File: src/rtl/psum_accumulator.sv
// psum_accumulator: sums NUM_CHUNKS consecutive signed partial sums from the
// adder tree into one dot-product result. Valid/ready on both sides; the
// finished result sits in an output register until the consumer takes it.
// Optional build macro: ACC_SATURATE_EN (clamp on signed overflow, out_sat
// reports a clamped result). Without it, arithmetic wraps and out_sat is 0.
module psum_accumulator #(
   parameter int PARTIAL_SUM_BW = 20,
   parameter int ACC_BW         = 24,
   parameter int NUM_CHUNKS     = 2
) (
   input  logic                             clk,
   input  logic                             rst_n,
   input  logic                             acc_clr,
   input  logic                             in_valid,
   output logic                             in_ready,
   input  logic signed [PARTIAL_SUM_BW-1:0] in_psum,
   output logic                             out_valid,
   input  logic                             out_ready,
   output logic signed [ACC_BW-1:0]         out_acc,
   output logic                             out_sat
);

   localparam int CNT_W = (NUM_CHUNKS > 1) ? $clog2(NUM_CHUNKS) : 1;
   localparam logic [CNT_W-1:0] LAST_CNT = CNT_W'(NUM_CHUNKS - 1);

   localparam logic [0:0] ST_ACCUM = 1'b0;
   localparam logic [0:0] ST_HOLD  = 1'b1;

   logic [0:0]               state;
   logic [CNT_W-1:0]         cnt;
   logic [CNT_W-1:0]         eff_cnt;
   logic signed [ACC_BW-1:0] acc;
   logic signed [ACC_BW-1:0] in_sext;
   logic signed [ACC_BW-1:0] sum;
   logic                     first;
   logic                     last;
   logic                     accept;

`ifdef ACC_SATURATE_EN
   localparam logic signed [ACC_BW-1:0] ACC_MAX = {1'b0, {(ACC_BW-1){1'b1}}};
   localparam logic signed [ACC_BW-1:0] ACC_MIN = {1'b1, {(ACC_BW-1){1'b0}}};

   logic sticky;
   logic sum_sat;

   // Signed add that clamps to the representable range; MSB of the return
   // value flags that a clamp happened.
   function automatic logic [ACC_BW:0] sat_add(input logic signed [ACC_BW-1:0] a,
                                                input logic signed [ACC_BW-1:0] b);
      logic signed [ACC_BW-1:0] s;
      logic                     ovf;
      s   = a + b;
      ovf = (a[ACC_BW-1] == b[ACC_BW-1]) && (s[ACC_BW-1] != a[ACC_BW-1]);
      if (ovf) s = a[ACC_BW-1] ? ACC_MIN : ACC_MAX;
      return {ovf, s};
   endfunction
`else
   // Plain two's-complement add, wrapping modulo 2^ACC_BW.
   function automatic logic signed [ACC_BW-1:0] wrap_add(input logic signed [ACC_BW-1:0] a,
                                                          input logic signed [ACC_BW-1:0] b);
      return a + b;
   endfunction
`endif

   // Size cast of a signed operand sign-extends.
   assign in_sext  = ACC_BW'(in_psum);
   assign in_ready = (state == ST_ACCUM) || out_ready;
   assign accept   = in_valid && in_ready;

   // Next-sum datapath. A beat accepted while holding a result always opens
   // a fresh accumulation, so the chunk position is treated as zero there.
   always_comb begin
      eff_cnt = (state == ST_HOLD) ? '0 : cnt;
      first   = (eff_cnt == '0);
      last    = (eff_cnt == LAST_CNT);
      sum     = in_sext;
`ifdef ACC_SATURATE_EN
      sum_sat = 1'b0;
      if (!first) begin
         {sum_sat, sum} = sat_add(acc, in_sext);
         sum_sat        = sum_sat | sticky;
      end
`else
      if (!first) sum = wrap_add(acc, in_sext);
`endif
   end

   // Accumulation / hold control; clear has priority over any handshake.
   always_ff @(posedge clk or negedge rst_n) begin
      if (!rst_n) begin
         state     <= ST_ACCUM;
         cnt       <= '0;
         acc       <= '0;
         out_valid <= 1'b0;
         out_acc   <= '0;
`ifdef ACC_SATURATE_EN
         sticky    <= 1'b0;
         out_sat   <= 1'b0;
`endif
      end else if (acc_clr) begin
         state     <= ST_ACCUM;
         cnt       <= '0;
         acc       <= '0;
         out_valid <= 1'b0;
`ifdef ACC_SATURATE_EN
         sticky    <= 1'b0;
         out_sat   <= 1'b0;
`endif
      end else if (accept) begin
         if (last) begin
            out_acc   <= sum;
            out_valid <= 1'b1;
            cnt       <= '0;
            state     <= ST_HOLD;
`ifdef ACC_SATURATE_EN
            out_sat   <= sum_sat;
`endif
         end else begin
            acc       <= sum;
            cnt       <= eff_cnt + CNT_W'(1);
            out_valid <= 1'b0;
            state     <= ST_ACCUM;
`ifdef ACC_SATURATE_EN
            sticky    <= sum_sat;
`endif
         end
      end else if ((state == ST_HOLD) && out_ready) begin
         out_valid <= 1'b0;
         state     <= ST_ACCUM;
      end
   end

`ifndef ACC_SATURATE_EN
   assign out_sat = 1'b0;
`endif

endmodule

File: config.mk
export PLATFORM = sky130hd
export DESIGN_NAME = psum_accumulator
export DESIGN_NICKNAME = d
export VERILOG_FILES = /design/src/rtl/psum_accumulator.sv
export SDC_FILE = /design/constraint.sdc
export NUM_CORES = 1
export LEC_CHECK = 0
export ABC_AREA = 1
export BUFFER_PORTS_ARGS = -buffer_cell sky130_fd_sc_hd__buf_2
export CORE_UTILIZATION = 60
export CTS_BUF_LIST = sky130_fd_sc_hd__clkbuf_2
export CTS_CLUSTER_DIAMETER = 50
export DETAILED_ROUTE_END_ITERATION = 10
export GPL_TIMING_DRIVEN = 0
export PLACE_DENSITY_LB_ADDON = 0.3
export SETUP_SLACK_MARGIN = 0.3
export SKIP_LAST_GASP = 1
export SLEW_MARGIN = 10
export SYNTH_ARGS = -nofsm -noshare
export SYNTH_HDL_FRONTEND = slang
export SYNTH_SLANG_ARGS = --single-unit
File: constraint.sdc
create_clock -name clk -period 2.98 [get_ports clk]
set_clock_uncertainty 0.2 [all_clocks]
set_input_delay 0.149 -clock clk [delete_from_list [all_inputs] [get_ports clk]]
set_output_delay 0.149 -clock clk [all_outputs]
set_load 0.02 [all_outputs]
### Word-level counts from Yosys, hierarchy flattened

Cells that the tools add are included.

| word-level totals | value |
|---|---|
| flip-flop bits (word level) | 50 |
| bits in latches | 0 |
| RAM bits | 0 |
| ROM bits | 0 |
| input bits | 25 |
| output and inout port bits | 27 |
| logic and storage cells | 28 |
| memories | 0 |

| cells by class | value |
|---|---|
| add/subtract/negate cells | 2 |
| $mul | 0 |
| divide/modulo/power cells | 0 |
| $lt $le $gt $ge | 0 |
| equality and inequality tests | 1 |
| shifts and indexed selects | 0 |
| mux-type cells | 12 |
| bitwise gates (word level) | 2 |
| reductions and logical operators | 7 |

Operator list:

| operator | number |
|---|---|
| 24-bit two-way mux | 4 |
| 24-bit by 20-bit adder with 24-bit output | 1 |
| 1-bit two-way mux | 8 |
| 3-bit AND reduction | 1 |
| 3-bit nonzero test | 1 |
| 1-bit logical AND | 2 |
| 2-bit != test (second input constant) | 1 |
| 1-bit NOT | 2 |
| 2-bit AND reduction | 1 |
| 2-bit nonzero test | 1 |
| 1-bit adder (second input constant) | 1 |
| 1-bit logical OR | 1 |

### Longest topological paths before layout

| logic depth | value |
|---|---|
| depth after elaboration | 5 |
| depth in mapped cells | 14 |

### Worst setup path before layout

No wires, ideal clock.

| path | value |
|---|---|
| path kind | reg2reg |
| from | reg acc[0] |
| to | reg out_acc[18] |
| setup time | 117 ps |
| arrival | 1,696 ps |
| path slack | 967 ps |
| cell stages (with the launch flop) | 15 |
| cells stage by stage | dfrtp_1 ha_1 fa_1 nand2_1 nand2_1 nand3_1 nand2_1 nand2_1 nand2_1 nand2_1 nand2_1 nand2_1 nand3_1 nand3_1 nand2_1 |

| on the way | value |
|---|---|
| cells in the longest elaborated chain, start to end | 2 |

Ends and longest elaborated chain:

| item | RTL line | source |
|---|---|---|
| start: declaration | 32 | `logic signed [ACC_BW-1:0] acc;` |
| start signal: assignment | 119 | `acc <= sum;` |
| 24-bit by 20-bit adder with 24-bit output | 61 | `return a + b;` |
| 24-bit two-way mux | 84 | `if (!first) sum = wrap_add(acc, in_sext);` |
| end signal: assignment | 111 | `out_acc <= sum;` |
| end: declaration | 19 | `output logic signed [ACC_BW-1:0] out_acc,` |

Every way passes these cells.
A chain may end at the register's enable or synchronous reset.

### Final worst setup path

Same ends and word-level chain as after synthesis.

==> load_flow_metrics.sql <==
INSERT INTO impl_metrics (metric_group, metric, value, unit) VALUES
('run_status', 'run_status', 'completed', ''),
('cells_and_area', 'most_common_library_cell_in_the_layout_ignoring_fill_and_taps', 'nand2_1', ''),
('critical_path', 'crit_type', 'reg2reg', ''),
('power', 'powerDensity', '499.8', 'nW/µm²'),
('die', 'fp.dieH', '81.35', 'µm'),
('cells_and_area', 'area.growth.synth_to_final', '18.12', '%'),
('clock_tree', 'tritoncts.num_buffers', '5', ''),
('timing', 'min_period', '2.409', 'ns'),
('logic_synthesis', 'asyncSetResetFlopFracSynth', '100.0', '%'),
('critical_path', 'crit_path_end', 'out_acc[18]', ''),
('clock_tree', 'clk_latency', '0.46', 'ns'),
('die', 'design.core.area', '5991', 'µm²'),
('routing', 'route.detailed.vias_per_inst', '5.409', ''),
('cells_and_area', 'diodes', '0', ''),
('logic_synthesis', 'synth.top_cells.by_area', 'dfrtp_1 33%, nand2_1 26%, inv_1 8.5%', ''),
('critical_path', 'worstSetupEndpointType', 'register', ''),
('clock_tree', 'clk_pin_slew_worst_paths', '0.27', 'ns'),
('worst_hold_path', 'hold_class', 'in2async', ''),
('routing', 'met1_length', '4.857', 'mm'),
('logic_synthesis', 'top_cell_type_s_share_of_synthesized_area', '33.12', '%'),
('routing', 'dr_wl_met3', '697', 'µm'),
('routing', 'met2_length', '5.046', 'mm'),
('logic_synthesis', 'yosysTopAreaCell', 'dfrtp_1', ''),
('clock_tree', 'clock_root_buffer', 'clkbuf_2', ''),
('global_route', 'grt_first_pass_wirelength', '17.08', 'mm'),
('logic_synthesis', 'post_synth_instance_area', '3777', 'µm²'),
('timing', 'final_hold_vios', '0', ''),
('critical_path', 'critical_path.max_fanout', '3', ''),
('critical_path', 'r2r_end', 'out_acc[18]', ''),
('routing', 'via_count', '4046', ''),
('critical_path', 'start_of_the_worst_register_to_register_path', 'acc[0]', ''),
('clock_tree', 'cts_resized', '0', ''),
('critical_path', 'worst-r2r-setup-slack', '0.57', 'ns'),
('die', 'num_ports', '52', ''),
('routing', 'route.detailed.drc', '0', ''),
('cells_and_area', 'layout.cells.most_common_list', '257 x nand2_1, 86 x inv_1, 58 x buf_2', ''),
('routing', 'detail-route-antenna-nets', '0', ''),
('power', 'static-leakage-power', '2.666', 'nW'),
('logic_synthesis', 'yosys_register_bits', '50', ''),
('cells_and_area', 'finalCoreUtilization', '74.48', '%'),
('cells_and_area', 'nets', '721', ''),
('global_route', 'grt_pass1_vias', '3629', ''),
('timing', 'achievable-frequency', '415.1', 'MHz'),
('critical_path', 'critPathRequiredTime', '3.17', 'ns'),
('critical_path', 'worst_setup_path_start_kind', 'register', ''),
('global_route', 'grt_max_degree', '51', ''),
('global_route', 'grt_util_all_layers', '34.62', '%'),
('placement', 'io_buffers', '50', ''),
('routing', 'detail_route.wl_per_cell', '14.39', 'µm'),
('routing', 'detail_route.first_pass.iterations', '8', ''),
('timing', 'timing_max_transition_violations_final', '0', ''),
('die', 'fp.dieW', '81.35', 'µm'),
('logic_synthesis', 'synthFlopType', 'dfrtp_1', ''),
('logic_synthesis', 'ys.warnings.count', '0', ''),
('placement', 'dp_hpwl', '7.859', 'mm'),
('logic_synthesis', 'syn_avg_cell_area', '6.424', 'µm²'),
('clock_tree', 'clkSinkCount', '50', ''),
('routing', 'final_wirelength', '10.76', 'mm'),
('die', 'initial_core_util', '63.05', '%'),
('power', 'maximum_resistive_drop_on_vdd', '0.3962', 'mV'),
('cells_and_area', 'drive_above_1_share', '13.08', '%'),
('timing', 'tightestPinTransition', '0.6463', 'ns'),
('logic_synthesis', 'synth-edff-count', '0', ''),
('timing', 'layout_setup_ws', '0.5708', 'ns'),
('die', 'placementRows', '28', ''),
('logic_synthesis', 'ys_types', '34', ''),
('logic_synthesis', 'post_syn_nets', '637', ''),
('logic_synthesis', 'post_synth_inst_count', '588', ''),
('cells_and_area', 'final.fill_count', '529', ''),
('placement', 'detailedPlace.worstSlack', '0.6803', 'ns'),
('timing', 'setup_viol_count_final', '0', '');
area by class of cell:
| class | instances | area (µm²) | share of cell area (%) |
|---|---|---|---|
| buffer | 12 | 63.81 | 1.430 |
| clock buffer | 6 | 30.03 | 0.6730 |
| clock inverter | 2 | 37.54 | 0.8413 |
| inverter | 88 | 330.3 | 7.403 |
| multi-input combinational | 438 | 2132 | 47.78 |
| sequential | 50 | 1251 | 28.04 |
| tap | 75 | 93.84 | 2.103 |
| timing repair buffer | 77 | 523.0 | 11.72 |
per-stage QoR:
stage,cell area [µm²],hold slack (ns),cells,power (mW)
after CTS,4459,0.008177,748,2.203
after detailed placement,4121,0.2396,713,1.794
after global placement,4121,0.2144,713,1.767
final,4462,0.01671,748,2.230
after floorplan,3777,-0.3466,588,1.513
after global routing,4462,0.04371,748,2.368
kinds of logic after synthesis:
logic type                 count (synthesis)  share of synthesized area, %
and+or+nand+nor                          355                         39.02
buffers and inverters                    100                         10.43
AOI/OAI and AO/OA                         52                         7.718
DFF                                       50                         33.12
adders and majority gates                 24                         8.149
xor gates and xnor gates                   4                        0.9276
muxes                                      2                        0.5300
other                                      1                       0.09928
timing repair:
action,4_1_cts,5_1_grt
hold endpoints to repair,100,0
setup buffers,0,0
setup endpoints to repair,0,0
hold buffers,27,0
how the worst min path moves through the flow:
stage / slack (ns) / to / cells after the start / from
finish: 0.02 / out_acc[5] / 2 / rst_n
global route: 0.04 / acc[17] / 5 / in_valid
CTS: 0.008 / acc[17] / 5 / in_valid
detailed placement: 0.24 / out_acc[5] / 1 / rst_n
global placement: 0.21 / out_acc[5] / 1 / rst_n
floorplan: -0.35 / acc[0] / 0 / rst_n
registers in the layout, indices dropped and copies added, names as in the netlist:
signal,count
out_acc,24
state,1
cnt,1
acc,24
synthesized netlist by cell type (3+ instances only):
library cell  count
nand3_1          38
or2_2             4
nor3_1            3
buf_2             9
o21ai_1           4
dfrtp_1          50
a31oi_1           5
nand4_1           8
inv_1            86
nand2_1         257
o21ai_0          16
o22ai_1           3
nor2_1           29
nand3b_1          4
nand2_2           5
a21oi_1          18
nor2_2            4
ha_1             23
worst max-delay path, stage by stage, from the launching register on:
cell     delay [ns]
dfrtp_1        0.45
ha_1           0.21
fa_1           0.43
nand2_1        0.12
nand2_1        0.06
nand3_1        0.12
nand2_1        0.13
nand2_1        0.10
nand2_1        0.08
nand2_1        0.11
nand2_1        0.06
nand2_1        0.06
nand3_1        0.08
nand3_1        0.08
nand2_1        0.05
per-layer routing:
layer	GRT usage, %	vias to the layer above
met2	58.33	173
met3	5.393	18
li1	-	2005
met4	8.571	0
met1	46.07	1850
met5	0	-
power breakdown:
group / internal [mW] / switching [mW]
Combinational: 0.337 / 0.622
Sequential: 0.815 / 0.0720
Clock: 0.145 / 0.240
(Power assumes the default switching activity.)
